$ cat src/rtl/seq_detector_prog.sv
// seq_detector_prog: run-time programmable serial pattern detector.
//   Detects a pattern of 1..MAX_LEN bits on the qualified serial input x,
//   in overlapping or non-overlapping mode. The match pulse y is Mealy
//   (it rises in the same cycle as the last pattern bit).
// Ports:
//   clk, reset          rising-edge clock, asynchronous active-high reset
//   x, x_valid          serial bit and its qualifier
//   cfg_load            strobe that latches pattern / pat_len / overlap_en
//   pattern, pat_len    pattern[pat_len-1] is the first bit received
//   overlap_en          1 = overlapping, 0 = non-overlapping
//   count_clr           synchronous clear of match_count (wins over increment)
//   y                   match pulse
//   match_count         saturating match counter
//   cfg_err             last cfg_load carried an illegal pat_len
//   busy                detector is in RUN
module seq_detector_prog #(
  parameter int MAX_LEN = 8,
  parameter int LEN_W   = 4,
  parameter int CNT_W   = 8
) (
  input  logic               clk,
  input  logic               reset,
  input  logic               x,
  input  logic               x_valid,
  input  logic               cfg_load,
  input  logic [MAX_LEN-1:0] pattern,
  input  logic [LEN_W-1:0]   pat_len,
  input  logic               overlap_en,
  input  logic               count_clr,
  output logic               y,
  output logic [CNT_W-1:0]   match_count,
  output logic               cfg_err,
  output logic               busy
);

  typedef enum logic [1:0] {IDLE = 2'd0, RUN = 2'd1, ERR = 2'd2} state_t;

  localparam logic [LEN_W:0]   MAX_C  = (LEN_W+1)'(MAX_LEN);
  localparam logic [LEN_W-1:0] FILL_MAX = LEN_W'(MAX_LEN);

  state_t             state_q, state_d;
  // The comparison window is MAX_LEN bits wide and always includes the
  // current x, so only MAX_LEN-1 past samples ever influence a match.
  logic [MAX_LEN-2:0] hist_q, hist_d;
  logic [LEN_W-1:0]   fill_q, fill_d;
  logic [MAX_LEN-1:0] pat_q, pat_d;
  logic [LEN_W-1:0]   len_q, len_d;
  logic               ovl_q, ovl_d;
  logic [CNT_W-1:0]   cnt_q, cnt_d;
  logic               err_q, err_d;

  logic [MAX_LEN-1:0] cand, mask;
  logic [LEN_W:0]     fill_inc;
  logic               match, legal;

  assign cand     = {hist_q, x};
  // Only the low len bits take part in the compare.
  assign mask     = ~({MAX_LEN{1'b1}} << len_q);
  assign fill_inc = {1'b0, fill_q} + (LEN_W+1)'(1);
  assign match    = (fill_inc >= {1'b0, len_q}) && (((cand ^ pat_q) & mask) == '0);
  assign legal    = (pat_len != '0) && ({1'b0, pat_len} <= MAX_C);

  assign y           = (state_q == RUN) && x_valid && !cfg_load && match;
  assign busy        = (state_q == RUN);
  assign cfg_err     = err_q;
  assign match_count = cnt_q;

  always_comb begin
    state_d = state_q;
    hist_d  = hist_q;
    fill_d  = fill_q;
    pat_d   = pat_q;
    len_d   = len_q;
    ovl_d   = ovl_q;
    err_d   = err_q;
    cnt_d   = cnt_q;

    if (cfg_load) begin
      // Reconfiguration from any state restarts detection from scratch.
      pat_d   = pattern;
      len_d   = pat_len;
      ovl_d   = overlap_en;
      hist_d  = '0;
      fill_d  = '0;
      state_d = legal ? RUN : ERR;
      err_d   = !legal;
    end else if (state_q == RUN && x_valid) begin
      hist_d = cand[MAX_LEN-2:0];
      if (match && !ovl_q)
        fill_d = '0;
      else if (fill_q != FILL_MAX)
        fill_d = fill_inc[LEN_W-1:0];
    end

    if (count_clr)
      cnt_d = '0;
    else if (y && !(&cnt_q))
      cnt_d = cnt_q + CNT_W'(1);
  end

  always_ff @(posedge clk or posedge reset) begin
    if (reset) begin
      state_q <= IDLE;
      hist_q  <= '0;
      fill_q  <= '0;
      pat_q   <= '0;
      len_q   <= '0;
      ovl_q   <= 1'b0;
      err_q   <= 1'b0;
      cnt_q   <= '0;
    end else begin
      state_q <= state_d;
      hist_q  <= hist_d;
      fill_q  <= fill_d;
      pat_q   <= pat_d;
      len_q   <= len_d;
      ovl_q   <= ovl_d;
      err_q   <= err_d;
      cnt_q   <= cnt_d;
    end
  end

endmodule
$ cat config.mk
export PLATFORM = sky130hd
export DESIGN_NAME = seq_detector_prog
export DESIGN_NICKNAME = d
export VERILOG_FILES = /design/src/rtl/seq_detector_prog.sv
export SDC_FILE = /design/constraint.sdc
export NUM_CORES = 1
export LEC_CHECK = 0
export ABC_AREA = 1
export CORE_ASPECT_RATIO = 1.25
export CORE_MARGIN = 2
export CORE_UTILIZATION = 48
export DETAILED_ROUTE_END_ITERATION = 10
export PLACE_DENSITY = 0.76
export SETUP_SLACK_MARGIN = 0.3
export SKIP_LAST_GASP = 1
export SYNTH_ARGS = -nofsm -noshare
export SYNTH_HDL_FRONTEND = slang
export SYNTH_SLANG_ARGS = --single-unit
$ cat constraint.sdc
create_clock -name clk -period 1.8 [get_ports clk]
set_input_delay 0.36 -clock clk [delete_from_list [all_inputs] [get_ports clk]]
set_output_delay 0.36 -clock clk [all_outputs]
set_load 0.05 [all_outputs]
* Yosys cells after proc, flatten, opt, wreduce, memory -nomap -nowiden
Index checks and enable logic that the tools add are counted.
Operators by class: bitwise gates (word level) 3, equal/unequal tests 2, muxes and demuxes 9, magnitude comparators 2, reductions and logical operators 18, add/sub/neg operators 2, shift operators 1
Operators with widths (count):
- 2-to-1 mux 4 bit | 4
- 2-to-1 mux 8 bit | 2
- 2-to-1 mux 7 bit | 2
- adder 8 x 1 -> 8 bit, second input constant | 1
- bitwise AND 8 bit | 1
- zero test 8 bit | 1
- NOT 8 bit | 1
- AND reduction 8 bit | 1
- << shifter 8 x 4 -> 8 bit, first input constant | 1
- bitwise XOR 8 bit | 1
- logical AND 1 bit | 7
- adder 4 x 1 -> 5 bit, second input constant | 1
- >= comparator 5 x 4 -> 1 bit | 1
- <= comparator 4 bit, second input constant | 1
- zero test 1 bit | 4
- inequality test 4 bit, second input constant | 1
- nonzero test 2 bit | 2
- nonzero test 4 bit | 1
- nonzero test 3 bit | 1
- == test 2 x 1 -> 1 bit, second input constant | 1
- 2-to-1 mux 2 bit | 1
- AND reduction 2 bit | 1
Word-level totals: register bits after elaboration 35, word-level logic and storage cells 45, output and inout bits 11

* Depth between registers and ports, before layout
Gate-level depths: netlist (run 1).
depth after elaboration 9, mapped depth 13

* Worst setup path before layout (run 1)
OpenSTA, ideal clock, no wires.
path kind register -> register, from reg state_q[1], to reg cnt_q[1] (netlist: match_count[1]), library setup time 0.124 ns, stages on the path, launching flop included 7, arrival 2.364 ns, slack -0.687 ns, clock period less this slack 2.487 ns, required time 1.676 ns, path buffers 0, path through dfrtp_1 nor2_1 nand3_4 nor2_4 nand2_4 nand3_1 o21ai_1
On the way: cells in the longest elaborated chain, start to end 6
RTL lines:
- start, declared | line 41 | state_t state_q, state_d;
- start signal, assigned | line 112 | state_q <= state_d;
- == test 2 x 1 -> 1 bit
- net busy | line 33 | output logic busy
- logical AND 1 bit (3 in a row) | line 63 | assign y = (state_q == RUN) && x_valid && !cfg_load && match;
- net y | line 30 | output logic y,
- logical AND 1 bit | line 97 | else if (y && !(&cnt_q))
- nonzero test 2 bit (no line)
- end signal, assigned | line 119 | cnt_q <= cnt_d;
- end, declared | line 49 | logic [CNT_W-1:0] cnt_q, cnt_d;
The timed path passes the listed nets, and every way through them passes these cells. A chain may end at the register's enable or synchronous reset.

* Final worst setup path (run 1)
from reg fill_q[0], to out y
On the way: cells in the longest elaborated chain, start to end 4
RTL lines:
- start, declared | line 45 | logic [LEN_W-1:0] fill_q, fill_d;
- start signal, assigned | line 114 | fill_q <= fill_d;
- adder 4 x 1 -> 5 bit | line 59 | assign fill_inc = {1'b0, fill_q} + (LEN_W+1)'(1);
- >= comparator 5 x 4 -> 1 bit | line 60 | assign match = (fill_inc >= {1'b0, len_q}) && (((cand ^ pat_q) & mask) == '0);
- logical AND 1 bit | line 60
- logical AND 1 bit | line 63
- end, declared | line 30
Every way passes these cells.

==> results of run 1 <==
[synthesized netlist by cell type, drive strengths merged]
cell,count,area share (%)
nor3b,1,0.39
o21a,1,0.39
clkinv,1,0.19
nand3,23,7.3
xor2,6,2.7
o22ai,7,2.2
a21o,1,0.39
inv,36,6.9
nand2,92,18
nand4,10,3.5
o21ai,14,3.6
ha,7,4.5
clkbuf,4,0.77
dfrtp,34,44
buf,1,0.26
nor2,18,4.5
nor3,1,0.26
[layer usage]
metal / vias to the layer above / wire length (um) / global-route usage (%) / share of wire [%]
met2: 37 / 2220 / 40.0 / 52
li1: 931 / - / - / -
met4: 0 / 133 / 11.8 / 3.1
met5: - / 0 / 0 / 0
met3: 12 / 137 / 4.64 / 3.2
met1: 869 / 1800 / 24.6 / 42
[placed cells by master (no fill, tap or decap)]
master	Yosys	routed
nand3_2	3	6
o21a_1	1	1
nand2_4	2	1
buf_12	0	2
nor3_1	1	1
nand4_2	1	1
ha_2	0	1
nand2_1	90	87
ha_1	7	6
clkinv_2	0	2
a21o_1	1	1
dfrtp_1	34	33
nor3b_1	1	1
nand4_1	9	9
inv_1	35	35
buf_8	0	1
nand2_2	0	3
nor2_4	2	3
nor2_1	14	13
nor2_2	2	2
nand3_1	19	16
o22ai_1	7	7
xor2_1	6	6
dfrtp_2	0	1
bufinv_16	0	1
clkinv_1	1	1
clkbuf_8	0	5
nand2_8	0	2
nand3_4	1	1
inv_2	1	1
clkdlybuf4s50_1	0	18
o21ai_0	13	13
buf_4	0	29
o21ai_1	1	1
[cell families (layout without fill, tap and decap cells)]
family          count (synthesis)  count (layout)  share of synthesized area [%]
simple gates                  145             146                           34.4
buf+inv                        42              95                           8.15
flops                          34              34                           43.6
compound gates                 23              23                           6.61
fa+ha+maj                       7               7                           4.49
xor+xnor                        6               6                           2.69
[final timing paths]
check                                       startpoint                         end
worst max register to register   fill_q[0]$_DFFE_PP0P_  match_count[2]$_DFFE_PP0P_
min in group clk                state_q[1]$_DFFE_PP0P_      state_q[1]$_DFFE_PP0P_
worst min-delay path                             reset  match_count[7]$_DFFE_PP0P_
worst max-delay path             fill_q[0]$_DFFE_PP0P_                           y
worst min register to register  state_q[1]$_DFFE_PP0P_      state_q[1]$_DFFE_PP0P_
max in group asynchronous                        reset      state_q[1]$_DFFE_PP0P_
[layout make-up]
cell class                      count  area [sq um]  share of cell area, %
Inverter                           37           139                   5.30
Clock inverter                      3          40.0                   1.53
Timing Repair Buffer               50           453                   17.3
Multi-Input combinational cell    182          1000                   38.2
Sequential cell                    34           852                   32.5
Clock buffer                        5          68.8                   2.62
Tap cell                           54          67.6                   2.58
[critical path, stage by stage, from the launching register on]
cell and delay, ns:
dfrtp_1 0.41, ha_2 0.21, xor2_1 0.17, ha_1 0.33, nand2_1 0.06, nor2_1 0.12, nand2_1 0.08, nand4_2 0.08
nand3_2 0.10, nor2_4 0.13, buf_12 0.14
[power groups by stage]
stage / logic, W / clock network (W) / registers (W)
finish: 0.000532 / 0.000689 / 0.000866
global route: 0.000606 / 0.000741 / 0.000872
CTS: 0.000530 / 0.000706 / 0.000866
floorplan: 0.000312 / 0 / 0.000893
global placement: 0.000497 / 0 / 0.000876
detailed placement: 0.000512 / 0 / 0.000882
[sequential cells by signal (all words and copies together) (netlist names)]
signal,cells
fill_q,4
pat_q,8
len_q,4
state_q,2
hist_q,7
match_count,8
ovl_q,1
[stage by stage]
stage / util (%) / hold slack [ns] / area, sq um
2_1_floorplan: - / 0.471 / 1970
3_3_place_gp: 63.2 / 0.519 / 2430
3_5_place_dp: 63.2 / 0.527 / 2430
4_1_cts: 67.3 / 0.473 / 2590
5_1_grt: 68.2 / 0.527 / 2620
6_report: 68.2 / 0.457 / 2620
[timing repair]
| item | CTS | global route |
|---|---|---|
| resized for setup | 4 | 4 |
| gates cloned | 0 | 1 |
| endpoints found under the setup margin | 13 | 13 |
| setup buffers | 4 | 0 |
| hold buffers | 0 | 0 |
| pin swaps | 7 | 2 |
==> results.cfg, run 1 <==
[placement]
io_buffers = 29
pre_cts_ws_ns = -0.468
gp_congestion = 0.827
place_hpwl_mm = 3.21
dp_cells = 352

[detailed_routing]
drtIter0Drc = 132
antenna_left = 0
vias = 1849
wl_per_cell_um = 11.8
dr.pass1.iters = 4
drc_errors = 0
routed_wl_mm = 4.29
via_per_inst = 5.07

[worst_setup_path]
ff2ff_path_depth = 15
r2r_slack_ns = -0.51
setup.worst_path.class = flip-flop to output pin
start_kind = flip-flop
worstPathRequired_ns = 1.44
arrival_ns = 2.11
cp_max_fo = 4
end_kind = output pin

[job]
max_cap_viol_count = 0

[outcome]
violations = setup timing
outcome = finished with violations

[cts]
clk_pin_slew_worst_paths_ns = 0.07
h-tree-depth = 2
cts_made_buffers = 5
clock-sinks = 34
clk_path_buf_depth = 2
cts_tree = done
cts_root_buf = clkbuf_8
clk_latency_ns = 0.29

[sta]
period_share_pct = 137
min_period_ns = 2.47
maxSlewViolCount = 0
final-hold-violation-count = 0
finalSetupTns_ns = -5.21
setup_violations = 13
finalClockSkew_ns = 0.00411
max_freq_ghz = 0.404
relSlewSlack_pct = 71.3
rsz0062_at_grt = true
worst-slew-pin-transition_ns = 0.428
fin_ws_ns = -0.675

[synthesis]
avgSynthCellArea_sq_um = 7.59
syn_inst = 257
ys_ff_latch = 34
synthDistinctLibCells = 25
syn_nets = 283
ys_seq_area_share_pct = 43.6
syn-cell-area_sq_mm = 0.00195
ys_warn_count = 0

[floorplan]
core_area_sq_mm = 0.00385
rows = 25
initial_core_util_pct = 50.7
die-area_sq_mm = 0.00459
die_h_um = 75.3
ios = 30
fp.dieW_um = 61.0

[layout]
layout.cells.non_filler = 365
nets = 336
syn_to_final_growth_pct = 34.4
fill_cells = 322
diodes = 0
drive_above_1_share_pct = 19.9

[pwr]
power.internal_w = 0.00146
switching_power_w = 0.000623
irDropWorstVdd_uv = 601
power_frac_seq_pct = 41.5
pwr-share-clk_pct = 33.0
combPwrFrac_pct = 25.5
swShare_pct = 29.9
power_w = 0.00209
p_per_area_mw_per_mm2 = 796
p_leak_nw = 1.34

[grt]
grt_max_degree = 35
grt_use_total_pct = 22.4
grt_pass1_vias = 1886
antenna_found_initial = 0
gr-total-overflow = 0
grt_pass1_wl_mm = 7.65

[hold_path]
worstHoldPathType = input pin to async pin
Power figures use the tool's default switching activity.
==> inputs of run 2 (changes only) <==
- CORE_ASPECT_RATIO: 1.25 -> 0.6
==> run 2 against run 1 <==
Effect of this change: the flow still finishes with violations (setup timing); combinational power is 32% higher; non-clock buffer count increased by 4; register-to-register slack got worse by 0.02 ns; clock-buffer cell count increased by 3; clock power shrank 3.2%; final cell count fell by 0.82%; design area increased by 4.1%; setup slack got worse by 0.095 ns; first-iteration DRC count down 23%; sequential power barely moved; via count increased by 1.9%; worst hold slack worse by 0.0017 ns; critical path type unchanged; largest cell class unchanged; highest routed layer unchanged.
==> results.cfg, run 2 (same netlist as run 1, synthesis figures left out) <==
[grt]
grt_max_degree = 35
grt_pass1_wl_mm = 7.85
grt_use_total_pct = 22.9
antenna_found_initial = 0
grt_pass1_vias = 1723
gr-total-overflow = 0

[floorplan]
fp.dieW_um = 86.3
initial_core_util_pct = 51.5
die-area_sq_mm = 0.00461
ios = 30
rows = 17
core_area_sq_mm = 0.00379
die_h_um = 53.4

[layout]
nets = 340
syn_to_final_growth_pct = 39.9
drive_above_1_share_pct = 26.0
diodes = 0
layout_commonest_cell = nand2_1
mostFrequentLayoutCells = 79 x nand2_1, 34 x inv_1, 33 x dfrtp_1
fin_util_pct = 72.1

[placement]
io_buffers = 29
place_hpwl_mm = 3.47
gp_congestion = 0.876
pre_cts_ws_ns = -0.510

[sta]
maxSlewViolCount = 0
worst-slew-pin-transition_ns = 0.472
setup_violations = 13
relSlewSlack_pct = 68.4
fin_ws_ns = -0.770
period_share_pct = 143
max_freq_ghz = 0.389
rsz0062_at_grt = true
final-hold-violation-count = 0
finalClockSkew_ns = 0.00309
min_period_ns = 2.57

[hold_path]
worstHoldPathType = input pin to async pin

[cts]
clk_pin_slew_worst_paths_ns = 0.07
hold_buffers = 0
cts_root_buf = clkbuf_8
cts_tree = done
clk_latency_ns = 0.29
h-tree-depth = 2
clock-sinks = 34
cts_made_buffers = 5
clk_path_buf_depth = 2

[detailed_routing]
routed_wl_mm = 5.04
vias = 1885
drtIter0Drc = 102
dr.pass1.iters = 5
via_per_inst = 5.21
drc_errors = 0
antenna_left = 0
wl_per_cell_um = 13.9

[pwr]
p_per_area_mw_per_mm2 = 821
combPwrFrac_pct = 31.4
power_w = 0.00224
swShare_pct = 31.5
power_frac_seq_pct = 38.8
switching_power_w = 0.000704
power.internal_w = 0.00154
p_leak_nw = 1.37
irDropWorstVdd_uv = 545
pwr-share-clk_pct = 29.8

[worst_setup_path]
end_kind = output pin
setup.worst_path.class = flip-flop to output pin
path_cells = buf_6 -> nand3_2 -> xor2_2 -> ha_1 -> buf_4 -> nand4_1 -> nand4_2 -> nand3_2 -> nor2_4 -> buf_12
start_kind = flip-flop
cp_max_fo = 3
cp_slowest_cell = dfrtp_1
crit_top_cell = nand3_2
arrival_ns = 2.21
max_stage_delay_ns = 0.39
worstPathRequired_ns = 1.44

[outcome]
violations = setup timing
outcome = finished with violations

[job]
max_cap_viol_count = 0
==> run 2: changes by cell type in the layout (fill, tap and decap cells not counted), moves of 3 or more <==
cell / delta
nand2_1: -8
nand2_2: +8
buf_6: +3
clkbuf_8: +3
ha_1: -3
ha_4: +3
==> run 2: repair_timing <==
item	in CTS	in global routing
pin swaps	6	6
gates resized for setup	6	19
setup buffers	3	2
setup endpoints to repair	13	13
gates cloned	0	1
hold endpoints to repair	0	0
==> run 2: power by group through the flow <==
stage / registers (W) / clock network (W) / logic (W)
2_1_floorplan: 0.000893 / 0 / 0.000312
3_3_place_gp: 0.000876 / 0 / 0.000527
3_5_place_dp: 0.000880 / 0 / 0.000552
4_1_cts: 0.000865 / 0.000675 / 0.000654
5_1_grt: 0.000875 / 0.000706 / 0.000771
6_report: 0.000869 / 0.000667 / 0.000703
==> run 2: path summary, 6_finish.rpt <==
path / start / endpoint / slack, ns / cells past startpoint
max: fill_q[1]$_DFFE_PP0P_ / y / -0.77 / 10
min in group clk: ovl_q$_DFFE_PP0P_ / ovl_q$_DFFE_PP0P_ / 0.52 / 2
max in group asynchronous: reset / state_q[1]$_DFFE_PP0P_ / 1.03 / 3
max reg2reg: fill_q[1]$_DFFE_PP0P_ / match_count[2]$_DFFE_PP0P_ / -0.53 / 14
min reg2reg: ovl_q$_DFFE_PP0P_ / ovl_q$_DFFE_PP0P_ / 0.52 / 2
min: reset / hist_q[5]$_DFFE_PP0P_ / 0.46 / 3
==> run 2: layer usage <==
metal	global-route usage (%)	vias to the layer above	share of wire, %
met5	0	-	0
met3	5.15	13	6.6
met1	34.6	872	50
met4	7.55	0	1.8
li1	-	934	-
met2	31.9	66	41
==> run 2: cell type report <==
| class | instances | area, sq um |
|---|---|---|
| Clock buffer | 8 | 110 |
| Tap cell | 47 | 58.8 |
| Inverter | 37 | 139 |
| Sequential cell | 34 | 852 |
| Fill cell | 284 | 1060 |
| Multi-Input combinational cell | 182 | 1080 |
| Timing Repair Buffer | 54 | 487 |
==> run 2: stage by stage <==
| stage | setup TNS (ns) | hold WS [ns] | area, sq um | std cells |
|---|---|---|---|---|
| floorplan | -3.20 | 0.471 | 1970 | 257 |
| detailed placement | -4.64 | 0.499 | 2450 | 348 |
| CTS | -5.14 | 0.472 | 2630 | 359 |
| global placement | -2.96 | 0.498 | 2450 | 348 |
| finish | -6.35 | 0.456 | 2730 | 362 |
| global route | -7.56 | 0.531 | 2730 | 362 |
==> run 2: worst max-delay path: cells and delay by family (launching register included) <==
family | cells | cell delay, ns
XOR/XNOR | 1 | 0.17
buffers and inverters | 3 | 0.41
adder cells (fa/ha/maj) | 1 | 0.35
flip-flops | 1 | 0.39
AND/OR/NAND/NOR | 5 | 0.61
